`config.mk`:
```
export PLATFORM = sky130hd
export DESIGN_NAME = reg32_write_arb
export DESIGN_NICKNAME = d
export VERILOG_FILES = /design/src/rtl/reg32_write_arb.sv
export SDC_FILE = /design/constraint.sdc
export NUM_CORES = 1
export LEC_CHECK = 0
export CELL_PAD_IN_SITES_DETAIL_PLACEMENT = 0
export CELL_PAD_IN_SITES_GLOBAL_PLACEMENT = 1
export CORE_MARGIN = 1
export CORE_UTILIZATION = 31
export DETAILED_ROUTE_END_ITERATION = 12
export PLACE_DENSITY = 0.77
export SETUP_SLACK_MARGIN = 0.5
export SYNTH_ARGS = -nofsm -noshare
export SYNTH_HDL_FRONTEND = slang
export SYNTH_SLANG_ARGS = --single-unit
```
`constraint.sdc`:
```
create_clock -name clk -period 2.8 [get_ports clk]
set_input_delay 0.84 -clock clk [delete_from_list [all_inputs] [get_ports clk]]
set_output_delay 0.84 -clock clk [all_outputs]
set_load 0.01 [all_outputs]
```
`src/rtl/reg32_write_arb.sv`:
```
// rtl/reg32_write_arb.sv - three-requester round-robin write arbiter for one 32-bit register
//
// Purpose:
//   Arbitrates half-word and full-word write requests from three requesters
//   and is the only writer of a single 32-bit register. Half writes merge
//   the new 16-bit beat with the current register value. Full writes arrive
//   as two beats, low half first. If the high beat does not arrive within
//   TIMEOUT cycles, the full write is aborted.
//
// Parameters:
//   TIMEOUT     - max cycles spent in HI_WAIT waiting for the high beat (1..255)
//
// Ports:
//   clk         - system clock, rising edge
//   rst_n       - asynchronous active-low reset
//   req_valid   - [2:0]  per-requester request valid
//   req_mode    - [5:0]  per-requester mode, 2 bits each:
//                        00 low half, 01 high half, 10 full (two beats), 11 reserved
//   req_data    - [47:0] per-requester 16-bit beat
//   req_ready   - [2:0]  one-hot or zero; a beat moves when valid & ready
//   reg_q       - [31:0] current value of the controlled register
//   reg_load    - load enable for the controlled register
//   reg_d       - [31:0] data for the controlled register (zero unless reg_load)
//   grant_id    - [1:0]  requester that owns the current transaction
//   busy        - high whenever the FSM is not in IDLE
//   err_timeout - one-cycle pulse when a full write is abandoned

module reg32_write_arb #(
  parameter int unsigned TIMEOUT = 15
) (
  input  logic        clk,
  input  logic        rst_n,
  input  logic [2:0]  req_valid,
  input  logic [5:0]  req_mode,
  input  logic [47:0] req_data,
  output logic [2:0]  req_ready,
  input  logic [31:0] reg_q,
  output logic        reg_load,
  output logic [31:0] reg_d,
  output logic [1:0]  grant_id,
  output logic        busy,
  output logic        err_timeout
);

  typedef enum logic [1:0] {
    IDLE    = 2'd0,
    HI_WAIT = 2'd1,
    LOAD    = 2'd2
  } state_t;

  localparam logic [1:0] MODE_LO   = 2'b00;
  localparam logic [1:0] MODE_HI   = 2'b01;
  localparam logic [1:0] MODE_FULL = 2'b10;
  localparam logic [1:0] MODE_RSVD = 2'b11;

  localparam logic [7:0] TIMEOUT_CNT = 8'(TIMEOUT);

  state_t      state;
  logic [1:0]  last_grant;
  logic [7:0]  wait_cnt;
  logic [15:0] low_q;
  logic [15:0] beat_q;
  logic [1:0]  mode_q;

  // Per-requester views; entry 3 is padding so a 2-bit index never goes out of range.
  logic [1:0]  mode_a  [4];
  logic [15:0] data_a  [4];
  logic [3:0]  eligible;

  always_comb begin
    for (int i = 0; i < 3; i++) begin
      mode_a[i]   = req_mode[2*i +: 2];
      data_a[i]   = req_data[16*i +: 16];
      eligible[i] = req_valid[i] && (req_mode[2*i +: 2] != MODE_RSVD);
    end
    mode_a[3]   = 2'b00;
    data_a[3]   = 16'h0000;
    eligible[3] = 1'b0;
  end

  // Round-robin search starting one past the last granted requester.
  logic       win_found;
  logic [1:0] win_id;
  logic [1:0] rr_start;
  logic [2:0] rr_cand;

  always_comb begin
    win_found = 1'b0;
    win_id    = 2'd0;
    rr_cand   = 3'd0;
    rr_start  = (last_grant == 2'd2) ? 2'd0 : last_grant + 2'd1;
    for (int k = 0; k < 3; k++) begin
      rr_cand = {1'b0, rr_start} + 3'(k);
      if (rr_cand >= 3'd3) begin
        rr_cand = rr_cand - 3'd3;
      end
      if (!win_found && eligible[rr_cand[1:0]]) begin
        win_found = 1'b1;
        win_id    = rr_cand[1:0];
      end
    end
  end

  logic [1:0]  win_mode;
  logic [15:0] win_data;
  logic        hi_beat;

  assign win_mode = mode_a[win_id];
  assign win_data = data_a[win_id];
  // In HI_WAIT the owner's beat is always the high half, whatever its mode bits say.
  assign hi_beat  = req_valid[grant_id];

  // Ready is combinational so a requester sees it in the same cycle it asserts valid.
  // Held low during reset so no beat can appear to transfer.
  always_comb begin
    req_ready = 3'b000;
    if (rst_n) begin
      case (state)
        IDLE:    if (win_found) req_ready = 3'b001 << win_id;
        HI_WAIT: req_ready = 3'b001 << grant_id;
        default: req_ready = 3'b000;
      endcase
    end
  end

  always_ff @(posedge clk or negedge rst_n) begin
    if (!rst_n) begin
      state       <= IDLE;
      last_grant  <= 2'd2;
      grant_id    <= 2'd0;
      busy        <= 1'b0;
      reg_load    <= 1'b0;
      err_timeout <= 1'b0;
      wait_cnt    <= 8'd0;
      low_q       <= 16'h0000;
      beat_q      <= 16'h0000;
      mode_q      <= MODE_LO;
    end else begin
      reg_load    <= 1'b0;
      err_timeout <= 1'b0;
      case (state)
        IDLE: begin
          if (win_found) begin
            grant_id <= win_id;
            busy     <= 1'b1;
            if (win_mode == MODE_FULL) begin
              low_q    <= win_data;
              mode_q   <= MODE_FULL;
              wait_cnt <= 8'd0;
              state    <= HI_WAIT;
            end else begin
              beat_q     <= win_data;
              mode_q     <= win_mode;
              last_grant <= win_id;
              reg_load   <= 1'b1;
              state      <= LOAD;
            end
          end
        end

        HI_WAIT: begin
          if (hi_beat) begin
            beat_q     <= data_a[grant_id];
            last_grant <= grant_id;
            reg_load   <= 1'b1;
            state      <= LOAD;
          end else if (wait_cnt + 8'd1 == TIMEOUT_CNT) begin
            // Abandon: drop the staged low half and let others in.
            low_q       <= 16'h0000;
            wait_cnt    <= 8'd0;
            err_timeout <= 1'b1;
            last_grant  <= grant_id;
            busy        <= 1'b0;
            state       <= IDLE;
          end else begin
            wait_cnt <= wait_cnt + 8'd1;
          end
        end

        LOAD: begin
          // The IDLE cycle that follows lets reg_q settle before the next merge.
          busy  <= 1'b0;
          state <= IDLE;
        end

        default: begin
          busy  <= 1'b0;
          state <= IDLE;
        end
      endcase
    end
  end

  always_comb begin
    reg_d = 32'h0000_0000;
    if (reg_load) begin
      case (mode_q)
        MODE_LO: reg_d = {reg_q[31:16], beat_q};
        MODE_HI: reg_d = {beat_q, reg_q[15:0]};
        default: reg_d = {beat_q, low_q};
      endcase
    end
  end

endmodule

```
== Yosys cells after proc, flatten, opt, wreduce, memory -nomap -nowiden ==
Index checks and enable logic that the tools add are counted.
Word-level totals
  logic and storage cells: 130
  output and inout port bits: 40
  bits of input ports: 91
  register bits: 51
Cells by class
  bitwise logic cells: 2
  muxes and demuxes: 68
  add/subtract/negate cells: 7
  $lt $le $gt $ge: 9
  eq/ne operators: 15
  shifts and indexed selects: 2
  reduce and logical (&&, ||, !) cells: 17
Operator list (number)
  $mux W16: 11
  $bmux W16 S2: 2
  $pmux W16 S2: 2
  $pmux W32 S2: 1
  $mux W2: 18
  $mux W32: 1
  $mux W8: 4
  $ne A2 B2 Y1 const B: 9
  $mux W1: 16
  $pmux W8 S2: 1
  $lt A2 B3 Y1 const B: 4
  $reduce_and A4 Y1: 3
  $add A8 B1 Y8 const B: 1
  $bmux W1 S2: 4
  $eq A8 B4 Y1 const B: 1
  $pmux W2 S2: 2
  $ge A3 B2 Y1 const B: 2
  $ge A3 B3 Y1 const B: 2
  $mux W3: 2
  $not A2 Y3: 2
  $pmux W3 S2: 1
  $shl A1 B2 Y3 const A: 2
  $sub A2 B2 Y2 const B: 3
  $logic_and A1 B1 Y1: 5
  other kinds (15): 21

== Longest topological paths before layout ==
Gate-level depths: netlist (run 1).
  depth after elaboration: 21
  depth in mapped cells: 9

== Worst setup path after synthesis (run 1) ==
OpenSTA, ideal clock, no wires.
  kind: input to output
  from: input port req_valid[1]
  to: output port req_ready[0]
  arrival: 2.105 ns
  data required time: 1.960 ns
  cell stages on the path: 7
  buffers on the path: 2
  slack: -0.145 ns
  path through: a21bo_2 -> o211ai_2 -> and2_1 -> buf_2 -> buf_2 -> a31oi_1 -> nor2_1
On the way
  word-level cells in the longest chain between the ends: 14
  elaborated cells on any way between the ends: 21
  those cells by class: 1 x shift; 15 x mux; 5 x reduce/logical
RTL lines
  from (decl): line 33  | input logic [2:0] req_valid,
  $logic_and A1 B1 Y1 (*): line 74  | eligible[i] = req_valid[i] && (req_mode[2*i +: 2] != MODE_RSVD);
  $bmux W1 S2: line 97  | if (!win_found && eligible[rr_cand[1:0]]) begin
  $mux W1 (implied by the code): line 97
  $mux W1: line 97
  $logic_not A1 Y1: line 97
  $logic_and A1 B1 Y1: line 97
  $mux W1: line 97
  $logic_not A1 Y1: line 97
  $logic_and A1 B1 Y1: line 97
  $mux W2: line 97
  $shl A1 B2 Y3: line 119  | IDLE: if (win_found) req_ready = 3'b001 << win_id;
  $mux W3 (*): line 119
  $pmux W3 S2 (*): line 118  | case (state)
  $mux W3 (*): line 117  | if (rst_n) begin
  to (decl): line 36  | output logic [2:0] req_ready,
Mark *: on every way between the ends. The rest lies on a longest branch, timed or not. The select of a mux whose other input is x is not followed.

== Worst setup path in the final report (run 1) ==
  from: input port req_valid[2]
  to: register low_q[10]
On the way
  word-level cells in the longest chain between the ends: 17
  elaborated cells on any way between the ends: 34
  those cells by class: 4 x eq/ne; 23 x mux; 1 x bitwise; 6 x reduce/logical
RTL lines
  $logic_and A1 B1 Y1: line 74
  $bmux W1 S2: line 97
  $mux W1 (implied by the code): line 97
  $mux W1: line 97
  $logic_not A1 Y1: line 97
  $logic_and A1 B1 Y1: line 97
  $mux W1: line 97
  $logic_not A1 Y1: line 97
  $logic_and A1 B1 Y1: line 97
  $mux W2: line 97
  $not A2 Y3 (implied by the code): line 108, 109
  $bmux W2 S2 or $bmux W16 S2 (tied branches): line 108, 109
  $mux W2 (implied by the code) or $mux W16 (tied branches) (2 in a row): line 108, 109
  $eq A2 B2 Y1 or $mux W16 (tied branches): line 146  | if (win_mode == MODE_FULL) begin
  $ne A2 B2 Y1 (no line) or $mux W16 (tied branches)
  $reduce_and A5 Y1 (no line) or $pmux W16 S2 (tied branches)
  to (signal assigned): line 147  | low_q <= win_data;
  to (decl): line 61  | logic [15:0] low_q;
Several ways; a longest one is shown, not always the timed one. The select of a mux whose other input is x is not followed.
A chain may end at the register's enable or synchronous reset.

==> results of run 1 <==
layout make-up:
class / instances / area, sq um / area share (%)
clock buffers: 6 / 139 / 2.01
clock inverters: 1 / 8.76 / 0.127
inverters: 7 / 31.3 / 0.452
multi-input cells: 393 / 3020 / 43.6
flip-flops and latches: 51 / 1280 / 18.5
well taps: 172 / 215 / 3.11
repair buffers: 243 / 2230 / 32.2
per-stage QoR:
step                      utilization [%]  hold slack, ps  std cells  cell area [sq um]
after floorplan                         -             456        485               4190
final                                54.4             503        873               6920
after CTS                            52.8             496        864               6720
after global placement               47.5             479        817               6040
after global routing                 54.4             525        873               6920
after detailed placement             47.5             477        817               6040
timing repair:
item                                    4_1_cts  5_1_grt
cloned                                        5        2
pin swaps                                    64       44
buffers inserted                             35        7
gates resized for setup                     377       28
hold buffers                                  0        0
endpoints found under the hold margin         0        0
endpoints found under the setup margin       85       78
synthesized netlist by cell type, types with 6 or more instances:
master / n
and2_1: 17
o31ai_1: 18
nor2_1: 16
o2bb2ai_1: 18
mux2_1: 11
dfrtp_1: 50
o21ai_0: 40
nand3_1: 6
clkbuf_1: 22
inv_1: 7
mux2_2: 7
nand2_1: 78
o21a_1: 16
mux2i_1: 52
a21boi_0: 17
a21oi_1: 38
buf_2: 7
cell families after synthesis:
kind of cell | share of synthesized area, %
AOI/OAI and AO/OA | 29.8
adders and majority gates | 0.613
buffers and inverters | 4.45
DFF | 31.3
muxes | 17.7
and+or+nand+nor | 16.1
placed cells by master, fill, tap and decap left out, types with 3 or more instances in the layout:
cell type / n
nand2_1: 74
buf_4: 68
buf_2: 52
clkdlybuf4s50_1: 52
mux2i_1: 50
dfrtp_1: 46
a21oi_1: 36
buf_6: 35
o21ai_0: 22
o31ai_1: 18
mux2_4: 18
a21boi_1: 16
o21ai_1: 16
and2_1: 16
o21a_1: 16
dlygate4sd2_1: 16
o2bb2ai_2: 13
nor2_1: 11
buf_12: 8
inv_1: 6
buf_8: 6
nand2b_1: 5
nand3_1: 5
a21o_1: 5
clkbuf_16: 5
buf_16: 5
nor3_1: 4
o2bb2ai_1: 4
dfrtp_2: 4
a21boi_4: 3
nand2_4: 3
nor2_2: 3
a31oi_4: 3
nor2_4: 3
nor3b_1: 3
and3_1: 3
a22o_1: 3
how the worst min path moves through the flow:
stage | startpoint | end | slack, ps | cells after the start
3_5_place_dp | low_q[5] | low_q[5] | 480 | 1
4_1_cts | low_q[5] | low_q[5] | 500 | 1
2_1_floorplan | low_q[0] | low_q[0] | 460 | 1
6_report | low_q[5] | low_q[5] | 500 | 1
3_3_place_gp | low_q[8] | low_q[8] | 480 | 1
5_1_grt | low_q[11] | low_q[11] | 530 | 1
layer usage:
| layer | GRT usage, % | share of wire [%] | up-vias |
|---|---|---|---|
| met5 | 0 | 0 | - |
| met4 | 6.58 | 1.6 | 0 |
| met3 | 3.22 | 5.5 | 20 |
| met2 | 40.3 | 51 | 164 |
| met1 | 27.6 | 42 | 2250 |
| li1 | - | - | 2207 |
power groups by stage:
stage / combinational [W] / sequential (W) / clock, W
floorplan: 0.00237 / 0.00122 / 0
global placement: 0.00377 / 0.00134 / 0
detailed placement: 0.00384 / 0.00135 / 0
CTS: 0.00466 / 0.00137 / 0.000639
global route: 0.00534 / 0.00145 / 0.000660
finish: 0.00500 / 0.00140 / 0.000617
registers in the layout (all words and copies together) (netlist names):
name	cells
reg_load	1
err_timeout	1
last_grant	2
state	2
wait_cnt	8
busy	1
mode_q	2
beat_q	16
grant_id	2
low_q	16
worst max-delay path, stage by stage:
cell and delay [ps]:
buf_6 90, a21boi_4 140, or3_4 410, nand2_4 100
buf_6 120, inv_6 40, buf_6 110, buf_6 100
buf_6 100, buf_6 100, buf_6 100, buf_6 100
buf_6 100, buf_6 100, buf_6 110, nand3_4 80
buf_12 120, buf_12 90, buf_16 110, o2bb2ai_2 50
==> impl_metrics.ini, run 1 <==
[power_and_ir_drop]
switchingPower_w = 0.00298
pwr-share-clk_pct = 8.8
seqPwrFrac_pct = 20.0
power_w = 0.00702
switching_share_pct = 42.5
p_comb_share_pct = 71.3
p_leak_nw = 3.17
intPower_w = 0.00404
ir_drop_v = 0.000427
powerDensity_nw_per_um2 = 1020

[yosys]
syn_area_per_cell_sq_um = 8.41
netlist_area_sq_um = 4080
synthArstFlopShare_pct = 100
synth_seq_cells = 51
synth_cells = 485
yosysTopAreaCell = dfrtp_1
synthFlopType = dfrtp_1
synth_top_area_share_pct = 30.7
synth_fp_nets = 578
synth-seq-area-share_pct = 31.3
yosysUniqueCellTypes = 54
synth_edf_count = 0
yosysWarningCount = 0
synthTopCellsByArea = dfrtp_1, mux2i_1, nand2_1, o21ai_0, a21oi_1

[critical_path]
crit_path_end = low_q[10]
required_ps = 2980
worstSetupEndpointType = register
path_max_fanout = 5
worstReg2RegStart = state[0]
cp.arrival_ps = 3130
critical_path_class = in -> reg
rr_worst_depth = 18
timing.rr.end = low_q[10]
setup.worst_path.start = req_valid[2]
ff2ff_setup_slack_ps = 280
cp-start-kind = primary input

[layout]
nFillCells = 1149
antenna_cells = 0
fin_nets = 794
syn2layout_area_growth_pct = 69.5
drive_above_1_share_pct = 36.8

[placement]
gp_congestion = 0.847
io_buffers = 130
place_ws_ps = -846
post-dp-hpwl_microns = 10300

[timing]
hold_viol = 0
tightest_slew_ps = 685
rsz0062_at_grt = yes
skew_ps = 6.12
layout_setup_ws_ps = -150
max_freq_mhz = 339
setup_viol = 21
fin_crit_sh_pct = 105
layout_min_cycle_time_ps = 2950
fin_tns_setup_ps = -2100
slew_violations = 0
slew-limit-headroom_pct = 54.3

[die]
core-area_sq_um = 12700
die_y_microns = 117
dieArea_sq_um = 13600
ios = 131
floorplan.rows = 41
start_util_pct = 32.1
dieWidth_microns = 117

[drt]
drc = 0
vias_per_cell = 5.32
vias = 4641
ant_nets = 0
dr.pass1.iters = 5
drtIter0Drc = 262
wl_per_cell_microns = 17.8
routed_wl_microns = 15500

[global_route]
grtUsageTotal_pct = 22.4
grt_start_max_net_pins = 52
grt_antenna_before_repair = 0
grt_pass1_vias = 4623
grt_pass1_wl_microns = 23800
grt_overflow = 0

[outcome]
violations = setup timing
status = complete, but fails checks

[cts]
clk_pin_slew_ps = 70
htree_levels = 2
numCtsBuffers = 5
root_buffer = clkbuf_16
cts_tree = yes
clockBufferDepth = 2
clk_latency_ps = 280
clock_sinks = 51

[flow_run]
cap_violations = 0

[worst_hold_path]
hp-class = reg -> reg
Power figures use the tool's default switching activity.
==> run 2: changes to the inputs <==
CTS_CLUSTER_SIZE = 25   (was not set)
SLEW_MARGIN = 20   (was not set)
==> results of run 2 <==
The final DEF is identical to that of run 1; final timing and power are the same.
